File: config.mk
export PLATFORM = sky130hd
export DESIGN_NAME = axi_lite_reg_bank
export DESIGN_NICKNAME = d
export VERILOG_FILES = /design/src/rtl/axi_lite_reg_bank.sv
export SDC_FILE = /design/constraint.sdc
export NUM_CORES = 1
export LEC_CHECK = 0
export CELL_PAD_IN_SITES_DETAIL_PLACEMENT = 0
export CELL_PAD_IN_SITES_GLOBAL_PLACEMENT = 2
export CORE_AREA = 2 2 449 451
export DETAILED_ROUTE_END_ITERATION = 16
export DIE_AREA = 0 0 451 453
export HOLD_SLACK_MARGIN = 0.03
export PLACE_DENSITY_LB_ADDON = 0.15
export SLEW_MARGIN = 5
export SYNTH_ARGS = -nofsm -noshare
export SYNTH_HDL_FRONTEND = slang
export SYNTH_SLANG_ARGS = --single-unit
File: constraint.sdc
create_clock -name aclk -period 6.8 [get_ports aclk]
set_input_delay 1.36 -clock aclk [delete_from_list [all_inputs] [get_ports aclk]]
set_output_delay 1.36 -clock aclk [all_outputs]
set_load 0.02 [all_outputs]
File: src/rtl/axi_lite_reg_bank.sv
// AXI4-Lite slave register bank: NUM_REGS x DATA_W registers with byte strobes,
// read-only slots backed by reg_in, SLVERR on out-of-range or read-only writes.
module axi_lite_reg_bank #(
    parameter int                  ADDR_W   = 12,
    parameter int                  DATA_W   = 32,
    parameter int                  NUM_REGS = 16,
    parameter logic [NUM_REGS-1:0] RO_MASK  = '0
) (
    input  logic                         aclk,
    input  logic                         aresetn,
    input  logic [ADDR_W-1:0]            awAddr,
    input  logic [2:0]                   awProt,
    input  logic                         awValid,
    output logic                         awReady,
    input  logic [DATA_W-1:0]            wData,
    input  logic [DATA_W/8-1:0]          wStrb,
    input  logic                         wValid,
    output logic                         wReady,
    output logic [1:0]                   bResp,
    output logic                         bValid,
    input  logic                         bReady,
    input  logic [ADDR_W-1:0]            arAddr,
    input  logic [2:0]                   arProt,
    input  logic                         arValid,
    output logic                         arReady,
    output logic [DATA_W-1:0]            rData,
    output logic [1:0]                   rResp,
    output logic                         rValid,
    input  logic                         rReady,
    output logic [NUM_REGS*DATA_W-1:0]   reg_out,
    input  logic [NUM_REGS*DATA_W-1:0]   reg_in,
    output logic [NUM_REGS-1:0]          wr_pulse
);

    localparam int STRB_W = DATA_W / 8;
    localparam int OFF_W  = $clog2(STRB_W);
    localparam int IDX_W  = ADDR_W - OFF_W;
    localparam logic [1:0] RESP_OKAY   = 2'b00;
    localparam logic [1:0] RESP_SLVERR = 2'b10;

    function automatic logic idx_in_range(input logic [IDX_W-1:0] idx);
        return ({1'b0, idx} < (IDX_W+1)'(NUM_REGS));
    endfunction

    function automatic logic idx_is_ro(input logic [IDX_W-1:0] idx);
        logic ro;
        ro = 1'b0;
        for (int i = 0; i < NUM_REGS; i++) begin
            if (idx == IDX_W'(i)) ro = RO_MASK[i];
        end
        return ro;
    endfunction

    // Protection bits and sub-word offset bits carry no meaning here.
    logic unused_ok;
    assign unused_ok = ^{awProt, arProt, awAddr[OFF_W-1:0], arAddr[OFF_W-1:0]};

    logic [NUM_REGS-1:0][DATA_W-1:0] regs_q, regs_d;
    logic [NUM_REGS-1:0]             wr_pulse_q, wr_pulse_d;
    logic                            aw_ready_q, aw_ready_d;
    logic                            w_ready_q, w_ready_d;
    logic                            aw_held_q, aw_held_d;
    logic                            w_held_q, w_held_d;
    logic [IDX_W-1:0]                aw_idx_q, aw_idx_d;
    logic [DATA_W-1:0]               w_data_q, w_data_d;
    logic [STRB_W-1:0]               w_strb_q, w_strb_d;
    logic                            b_valid_q, b_valid_d;
    logic [1:0]                      b_resp_q, b_resp_d;
    logic                            ar_ready_q, ar_ready_d;
    logic                            r_valid_q, r_valid_d;
    logic [DATA_W-1:0]               r_data_q, r_data_d;
    logic [1:0]                      r_resp_q, r_resp_d;

    logic             aw_hs, w_hs, b_hs, ar_hs, r_hs, commit, wr_ok;
    logic [IDX_W-1:0] ar_idx;
    logic [DATA_W-1:0] rd_data;
    logic [1:0]       rd_resp;

    // Every channel transfers on the edge where its valid and ready are both high.
    assign aw_hs  = awValid && aw_ready_q;
    assign w_hs   = wValid && w_ready_q;
    assign b_hs   = b_valid_q && bReady;
    assign ar_hs  = arValid && ar_ready_q;
    assign r_hs   = r_valid_q && rReady;
    assign commit = aw_held_q && w_held_q && !b_valid_q;
    assign wr_ok  = idx_in_range(aw_idx_q) && !idx_is_ro(aw_idx_q);
    assign ar_idx = arAddr[ADDR_W-1:OFF_W];

    always_comb begin
        aw_held_d  = aw_held_q;
        aw_idx_d   = aw_idx_q;
        w_held_d   = w_held_q;
        w_data_d   = w_data_q;
        w_strb_d   = w_strb_q;
        b_valid_d  = b_valid_q;
        b_resp_d   = b_resp_q;
        regs_d     = regs_q;
        wr_pulse_d = '0;
        if (aw_hs) begin
            aw_held_d = 1'b1;
            aw_idx_d  = awAddr[ADDR_W-1:OFF_W];
        end
        if (w_hs) begin
            w_held_d = 1'b1;
            w_data_d = wData;
            w_strb_d = wStrb;
        end
        if (commit) begin
            b_valid_d = 1'b1;
            b_resp_d  = wr_ok ? RESP_OKAY : RESP_SLVERR;
            for (int i = 0; i < NUM_REGS; i++) begin
                if (wr_ok && aw_idx_q == IDX_W'(i)) begin
                    for (int k = 0; k < STRB_W; k++) begin
                        if (w_strb_q[k]) regs_d[i][8*k +: 8] = w_data_q[8*k +: 8];
                    end
                    wr_pulse_d[i] = |w_strb_q;
                end
            end
        end else if (b_hs) begin
            b_valid_d = 1'b0;
            aw_held_d = 1'b0;
            w_held_d  = 1'b0;
        end
        aw_ready_d = !aw_held_d && !b_valid_d;
        w_ready_d  = !w_held_d && !b_valid_d;
    end

    // Read sources regs_q, so a same-edge write commit is not visible to it.
    always_comb begin
        rd_data = '0;
        rd_resp = idx_in_range(ar_idx) ? RESP_OKAY : RESP_SLVERR;
        for (int i = 0; i < NUM_REGS; i++) begin
            if (ar_idx == IDX_W'(i)) begin
                rd_data = RO_MASK[i] ? reg_in[i*DATA_W +: DATA_W] : regs_q[i];
            end
        end
        r_valid_d = r_valid_q;
        r_data_d  = r_data_q;
        r_resp_d  = r_resp_q;
        if (ar_hs) begin
            r_valid_d = 1'b1;
            r_data_d  = rd_data;
            r_resp_d  = rd_resp;
        end else if (r_hs) begin
            r_valid_d = 1'b0;
        end
        ar_ready_d = !r_valid_d;
    end

    always_ff @(posedge aclk or negedge aresetn) begin
        if (!aresetn) begin
            regs_q     <= '0;
            wr_pulse_q <= '0;
            aw_ready_q <= 1'b0;
            w_ready_q  <= 1'b0;
            aw_held_q  <= 1'b0;
            w_held_q   <= 1'b0;
            aw_idx_q   <= '0;
            w_data_q   <= '0;
            w_strb_q   <= '0;
            b_valid_q  <= 1'b0;
            b_resp_q   <= RESP_OKAY;
            ar_ready_q <= 1'b0;
            r_valid_q  <= 1'b0;
            r_data_q   <= '0;
            r_resp_q   <= RESP_OKAY;
        end else begin
            regs_q     <= regs_d;
            wr_pulse_q <= wr_pulse_d;
            aw_ready_q <= aw_ready_d;
            w_ready_q  <= w_ready_d;
            aw_held_q  <= aw_held_d;
            w_held_q   <= w_held_d;
            aw_idx_q   <= aw_idx_d;
            w_data_q   <= w_data_d;
            w_strb_q   <= w_strb_d;
            b_valid_q  <= b_valid_d;
            b_resp_q   <= b_resp_d;
            ar_ready_q <= ar_ready_d;
            r_valid_q  <= r_valid_d;
            r_data_q   <= r_data_d;
            r_resp_q   <= r_resp_d;
        end
    end

    assign awReady  = aw_ready_q;
    assign wReady   = w_ready_q;
    assign bValid   = b_valid_q;
    assign bResp    = b_resp_q;
    assign arReady  = ar_ready_q;
    assign rValid   = r_valid_q;
    assign rData    = r_data_q;
    assign rResp    = r_resp_q;
    assign reg_out  = regs_q;
    assign wr_pulse = wr_pulse_q;

endmodule

== Yosys cells after proc, flatten, opt, wreduce, memory -nomap -nowiden ==
Index checks and enable logic that the tools add are counted.
Storage, ports and cells
  output and inout bits: 569
  bits in registers: 617
  bits of input ports: 585
Operators by class
  mux-type cells: 45
  $lt $le $gt $ge: 2
  eq/ne operators: 30
  reduce and logical (&&, ||, !) cells: 97
Operators with widths (number)
  32-bit 2-to-1 mux: 16
  3-bit AND reduction: 64
  10-bit by 4-bit equality test with 1-bit output (second input constant): 16
  10-bit by 3-bit equality test with 1-bit output (second input constant): 8
  10-bit by 2-bit equality test with 1-bit output (second input constant): 4
  1-bit 2-to-1 mux: 26
  1-bit logical AND: 25
  10-bit by 1-bit equality test with 1-bit output (second input constant): 2
  10-bit logical NOT: 2
  10-bit by 5-bit less-than comparator with 1-bit output (second input constant): 2
  16-bit 2-to-1 mux: 1
  1-bit logical NOT: 5
  2-bit 2-to-1 mux: 2
  4-bit OR reduction: 1

== Logic depth before layout (Yosys ltp) ==
  word-level depth: 17
  gate-level depth with buffers: 10

== Worst setup path after synthesis ==
Ideal clock, no wire load.
  kind: input-to-reg
  start: input arAddr[11]
  end: register r_data_q[6], in the netlist rData[6]
  path buffers: 2
  data arrival time: 3.034 ns
  setup slack: 3.670 ns
  cell stages on the path: 7
  cells stage by stage: or4_1 buf_2 or3_1 buf_2 nor3_2 nor4_1 nor4_2
On the way
  word-level cells in the longest chain between the ends: 17
  elaborated cells between the ends (all ways): 32
Ends and longest elaborated chain
  start, declared: line 22  | input logic [ADDR_W-1:0] arAddr,
  10-bit logical NOT: line 133  | if (ar_idx == IDX_W'(i)) begin
  32-bit 2-to-1 mux (15 in series): line 133
  32-bit 2-to-1 mux *: line 133
  end signal, assigned: line 181  | r_data_q <= r_data_d;
  end, declared: line 71  | logic [DATA_W-1:0] r_data_q, r_data_d;
Mark *: on every way between the ends. The rest lies on a longest branch, timed or not.
A chain may end at the register's enable or synchronous reset.

== Worst setup path after layout ==
  start: input arAddr[11]
  end: register r_data_q[23], in the netlist rData[23]
Same word-level chain as after synthesis.

==> impl_results.rst <==
.. list-table::
   :header-rows: 1

   * - Metric
     - Value
   * - Clock transition at path regs
     - 0.06 ns
   * - Clock Skews
     - 0.0439 ns
   * - Core box area
     - 199000 µm²
   * - Effective utilization at floorplan
     - 14.2%
   * - Total gr overflow
     - 0
   * - Total Routing Usage GR
     - 18.5%
   * - Clk root buf
     - sky130_fd_sc_hd__clkbuf_16
   * - Post-layout net count
     - 3428
   * - Clock buffer depth
     - 3
   * - Clock sink count
     - 615
   * - Routed len/inst
     - 34.6 µm
   * - Run status
     - finished clean
   * - Worst Max-Slew Pin Slew
     - 1.25 ns
   * - Mean cell area of the mapped netlist
     - 12.9 µm²
   * - CP arrival
     - 4.95 ns
   * - Clock tree from TritonCTS
     - built
   * - Final non-filler cell area
     - 40900 µm²
   * - Area share of the largest cell type after synthesis
     - 54.4%
   * - Setup violations, final
     - 0
   * - Count of warnings emitted by yosys
     - 0
   * - Area after DPL
     - 38000 µm²
   * - Buffers added on ports
     - 629
   * - Worst IR Drop VDD
     - 0.000185 V
   * - Register area share after synthesis
     - 54.4%
   * - Total power per unit cell area
     - 276 nW/µm²
   * - Total of fill cells in the finished design
     - 21526
   * - Post-route antenna net violation count
     - 0
   * - Max-cap check violation count
     - 0
   * - Initial DRC Count
     - 1382
   * - Chip Height
     - 453 µm
   * - Via count of the first global-routing pass
     - 23904
   * - DP HPWL
     - 148000 µm
   * - DIE AREA
     - 204000 µm²
   * - Number of enable-type register cells in the synthesized netlist
     - 0
   * - Post-Place Cells
     - 5409
   * - Number of antenna violations at the first check in global routing
     - 39
   * - Top-Level Pins
     - 1154
   * - Number of buffers created by CTS
     - 88
   * - RSZ-0062 raised after global routing
     - false
   * - Worst min-delay path category
     - reg -> reg
   * - Average vias per placed instance
     - 4.07
   * - Largest driver fanout on the critical path
     - 13
   * - Routed Wire Length
     - 193000 µm
   * - Share of final-layout standard cells stronger than drive strength 1
     - 31.7%
   * - Setup Fix Bufs, Post-CTS
     - 0
   * - Final Slew Violations
     - 0
   * - Primary FF master, synth
     - sky130_fd_sc_hd__dfrtp_1
   * - Util after Layout
     - 20.5%
   * - Post-synthesis to final-layout area growth
     - 44.8%
   * - CTS H-tree depth
     - 3
   * - Min Clock Period, post-route
     - 4.38 ns
   * - Area of the mapped netlist
     - 28300 µm²
   * - Horizontal die dimension
     - 451 µm
   * - Fmax achieved
     - 0.228 GHz
   * - Library cells used by synthesis
     - 71
   * - Slew Limit Headroom
     - 15.7%
   * - Vias
     - 22698
   * - Finished Layout Cells
     - 5580
   * - Required arrival time at the worst endpoint
     - 7.37 ns
   * - First-pass GRT wire length
     - 251000 µm
   * - FF+latch count, synth
     - 615
   * - Final routed DRC violation total
     - 0
   * - Count of TritonRoute iterations in the first routing pass
     - 5
   * - Crit end category
     - register
   * - Leakage dissipation
     - 0.0170 µW
   * - Number of instances in the synthesized netlist
     - 2189
   * - Final Hold Violating Endpoints
     - 0
   * - Pin count of the biggest net entering global routing
     - 146
   * - Post-Route Setup TNS
     - 0 ns
   * - Kind of critical path
     - in -> reg
   * - Cell type contributing the most total cell area after synthesis
     - sky130_fd_sc_hd__dfrtp_1
   * - Crit share post-route
     - 64.4%
   * - FFs w/ async S/R, synth
     - 100%
   * - Crit path launch type
     - input pin
   * - Cells taking the most area after synthesis
     - sky130_fd_sc_hd__dfrtp_1 (54%), sky130_fd_sc_hd__mux2_2 (22%), sky130_fd_sc_hd__mux4_2 (2.5%)
   * - Insertion delay of the later-clocked pin in the worst-skew pair
     - 0.71 ns
   * - Post-layout total power
     - 11300 µW
   * - Cts repair resizes
     - 0
   * - Final weighted congestion of routability-driven global placement
     - 0.787
   * - Quantity of hold-fixing buffers added after cts
     - 0
   * - Row cnt
     - 164
==> worst max-delay path: stages <==
cell and delay [ns]:
sky130_fd_sc_hd__clkdlybuf4s50_1 0.41, sky130_fd_sc_hd__or4_1 0.95, sky130_fd_sc_hd__nor2_4 0.71, sky130_fd_sc_hd__buf_4 0.37, sky130_fd_sc_hd__a2111o_1 0.17, sky130_fd_sc_hd__o221ai_1 0.21, sky130_fd_sc_hd__a21oi_1 0.61, sky130_fd_sc_hd__o31ai_1 0.11
==> logic make-up after synthesis <==
logic type / share of synthesized area [%]
flip-flops: 54.4
AND/OR/NAND/NOR: 7.30
multiplexers: 27.1
other: 0.0133
buffers and inverters: 2.20
AO/OA/AOI/OAI: 8.97
==> power by group <==
part | leakage (µW) | switching, µW | internal [µW]
logic | 0.00718 | 1010 | 638
clock network | 0.00143 | 1900 | 2810
registers | 0.00843 | 1030 | 3920
==> routing by layer <==
metal / part of all wire (%) / GRT usage (%) / wire [µm]
met1: 47 / 25.5 / 90200
met3: 8.4 / 6.21 / 16100
met4: 2.4 / 4.87 / 4670
met2: 42 / 27.2 / 81800
met5: 0.021 / 0 / 41
==> cell usage in the layout, fill, tap and decap left out, types with 11 or more instances in the layout <==
master	Yosys	layout
sky130_fd_sc_hd__o211ai_1	12	12
sky130_fd_sc_hd__nor2_4	23	24
sky130_fd_sc_hd__or3_1	11	11
sky130_fd_sc_hd__nor2_1	102	97
sky130_fd_sc_hd__diode_2	0	17
sky130_fd_sc_hd__a21oi_1	110	110
sky130_fd_sc_hd__a31oi_1	22	22
sky130_fd_sc_hd__o22ai_1	36	36
sky130_fd_sc_hd__nor2_2	41	45
sky130_fd_sc_hd__a211oi_1	13	13
sky130_fd_sc_hd__a21o_1	13	13
sky130_fd_sc_hd__buf_4	4	74
sky130_fd_sc_hd__clkdlybuf4s50_1	0	624
sky130_fd_sc_hd__a221oi_1	11	11
sky130_fd_sc_hd__clkbuf_16	0	90
sky130_fd_sc_hd__nand4_1	11	11
sky130_fd_sc_hd__clkbuf_1	97	14
sky130_fd_sc_hd__a22oi_1	11	11
sky130_fd_sc_hd__clkbuf_8	0	23
sky130_fd_sc_hd__nor3_1	22	21
sky130_fd_sc_hd__dfrtp_1	615	615
sky130_fd_sc_hd__nor2b_1	16	13
sky130_fd_sc_hd__mux2_1	11	11
sky130_fd_sc_hd__nand2_1	74	72
sky130_fd_sc_hd__mux4_2	31	31
sky130_fd_sc_hd__mux2i_1	50	50
sky130_fd_sc_hd__o21ai_0	93	93
sky130_fd_sc_hd__mux2_2	562	562
sky130_fd_sc_hd__nand3_1	20	20
sky130_fd_sc_hd__clkinv_2	0	17
sky130_fd_sc_hd__o221ai_1	15	15
==> state kept, by name, indices dropped and copies added, names as in the netlist <==
signal     count
arReady        1
awReady        1
aw_held_q      1
aw_idx_q      10
bResp          1
bValid         1
rData         32
rResp          1
rValid         1
reg_out      512
wReady         1
w_data_q      32
w_held_q       1
w_strb_q       4
wr_pulse      16
==> final timing paths <==
kind,from,end,slack [ns],cells past startpoint
max in group asynchronous,aresetn,reg_out[1],4.34,3
setup / recovery,arAddr[11],rData[23],2.42,8
min in group asynchronous,aresetn,reg_out[169],0.68,1
hold reg to reg,rData[22],rData[22],0.49,2
setup reg to reg,aw_idx_q[7],reg_out[400],2.88,6
hold / removal,rData[22],rData[22],0.49,2
==> cell type report <==
cell class,instances,area [µm²],share of cell area (%)
multi-input cells,1425,12300,30.1
inverters,7,26.3,0.0642
well taps,2656,3320,8.12
flip-flops and latches,615,15400,37.6
clock inverters,27,272,0.664
clock buffers,127,2620,6.41
repair buffers,706,6940,17.0
diodes,17,42.5,0.104
==> Yosys cell counts, types with 8 or more instances <==
cell                         n
sky130_fd_sc_hd__dfrtp_1   615
sky130_fd_sc_hd__mux2_2    562
sky130_fd_sc_hd__a21oi_1   110
sky130_fd_sc_hd__nor2_1    102
sky130_fd_sc_hd__clkbuf_1   97
sky130_fd_sc_hd__o21ai_0    93
sky130_fd_sc_hd__nand2_1    74
sky130_fd_sc_hd__mux2i_1    50
sky130_fd_sc_hd__nor2_2     41
sky130_fd_sc_hd__o22ai_1    36
sky130_fd_sc_hd__buf_2      35
sky130_fd_sc_hd__mux4_2     31
sky130_fd_sc_hd__nor2_4     23
sky130_fd_sc_hd__a31oi_1    22
sky130_fd_sc_hd__nor3_1     22
sky130_fd_sc_hd__nand3_1    20
sky130_fd_sc_hd__nor2b_1    16
sky130_fd_sc_hd__o221ai_1   15
sky130_fd_sc_hd__a211oi_1   13
sky130_fd_sc_hd__a21o_1     13
sky130_fd_sc_hd__o211ai_1   12
sky130_fd_sc_hd__a221oi_1   11
sky130_fd_sc_hd__a22oi_1    11
sky130_fd_sc_hd__mux2_1     11
sky130_fd_sc_hd__nand4_1    11
sky130_fd_sc_hd__or3_1      11
sky130_fd_sc_hd__nand2b_1   10
sky130_fd_sc_hd__o22a_1     10
sky130_fd_sc_hd__nand3_2     8
==> per-stage QoR <==
step / setup WS (ns) / hold slack [ns]
final: 2.42 / 0.491
after global routing: 2.28 / 0.507
after CTS: 2.38 / 0.496
after detailed placement: 1.57 / 0.483
after global placement: 1.59 / 0.483
after floorplan: 3.67 / 0.480
No activity file was read; power rests on OpenSTA's default activity.
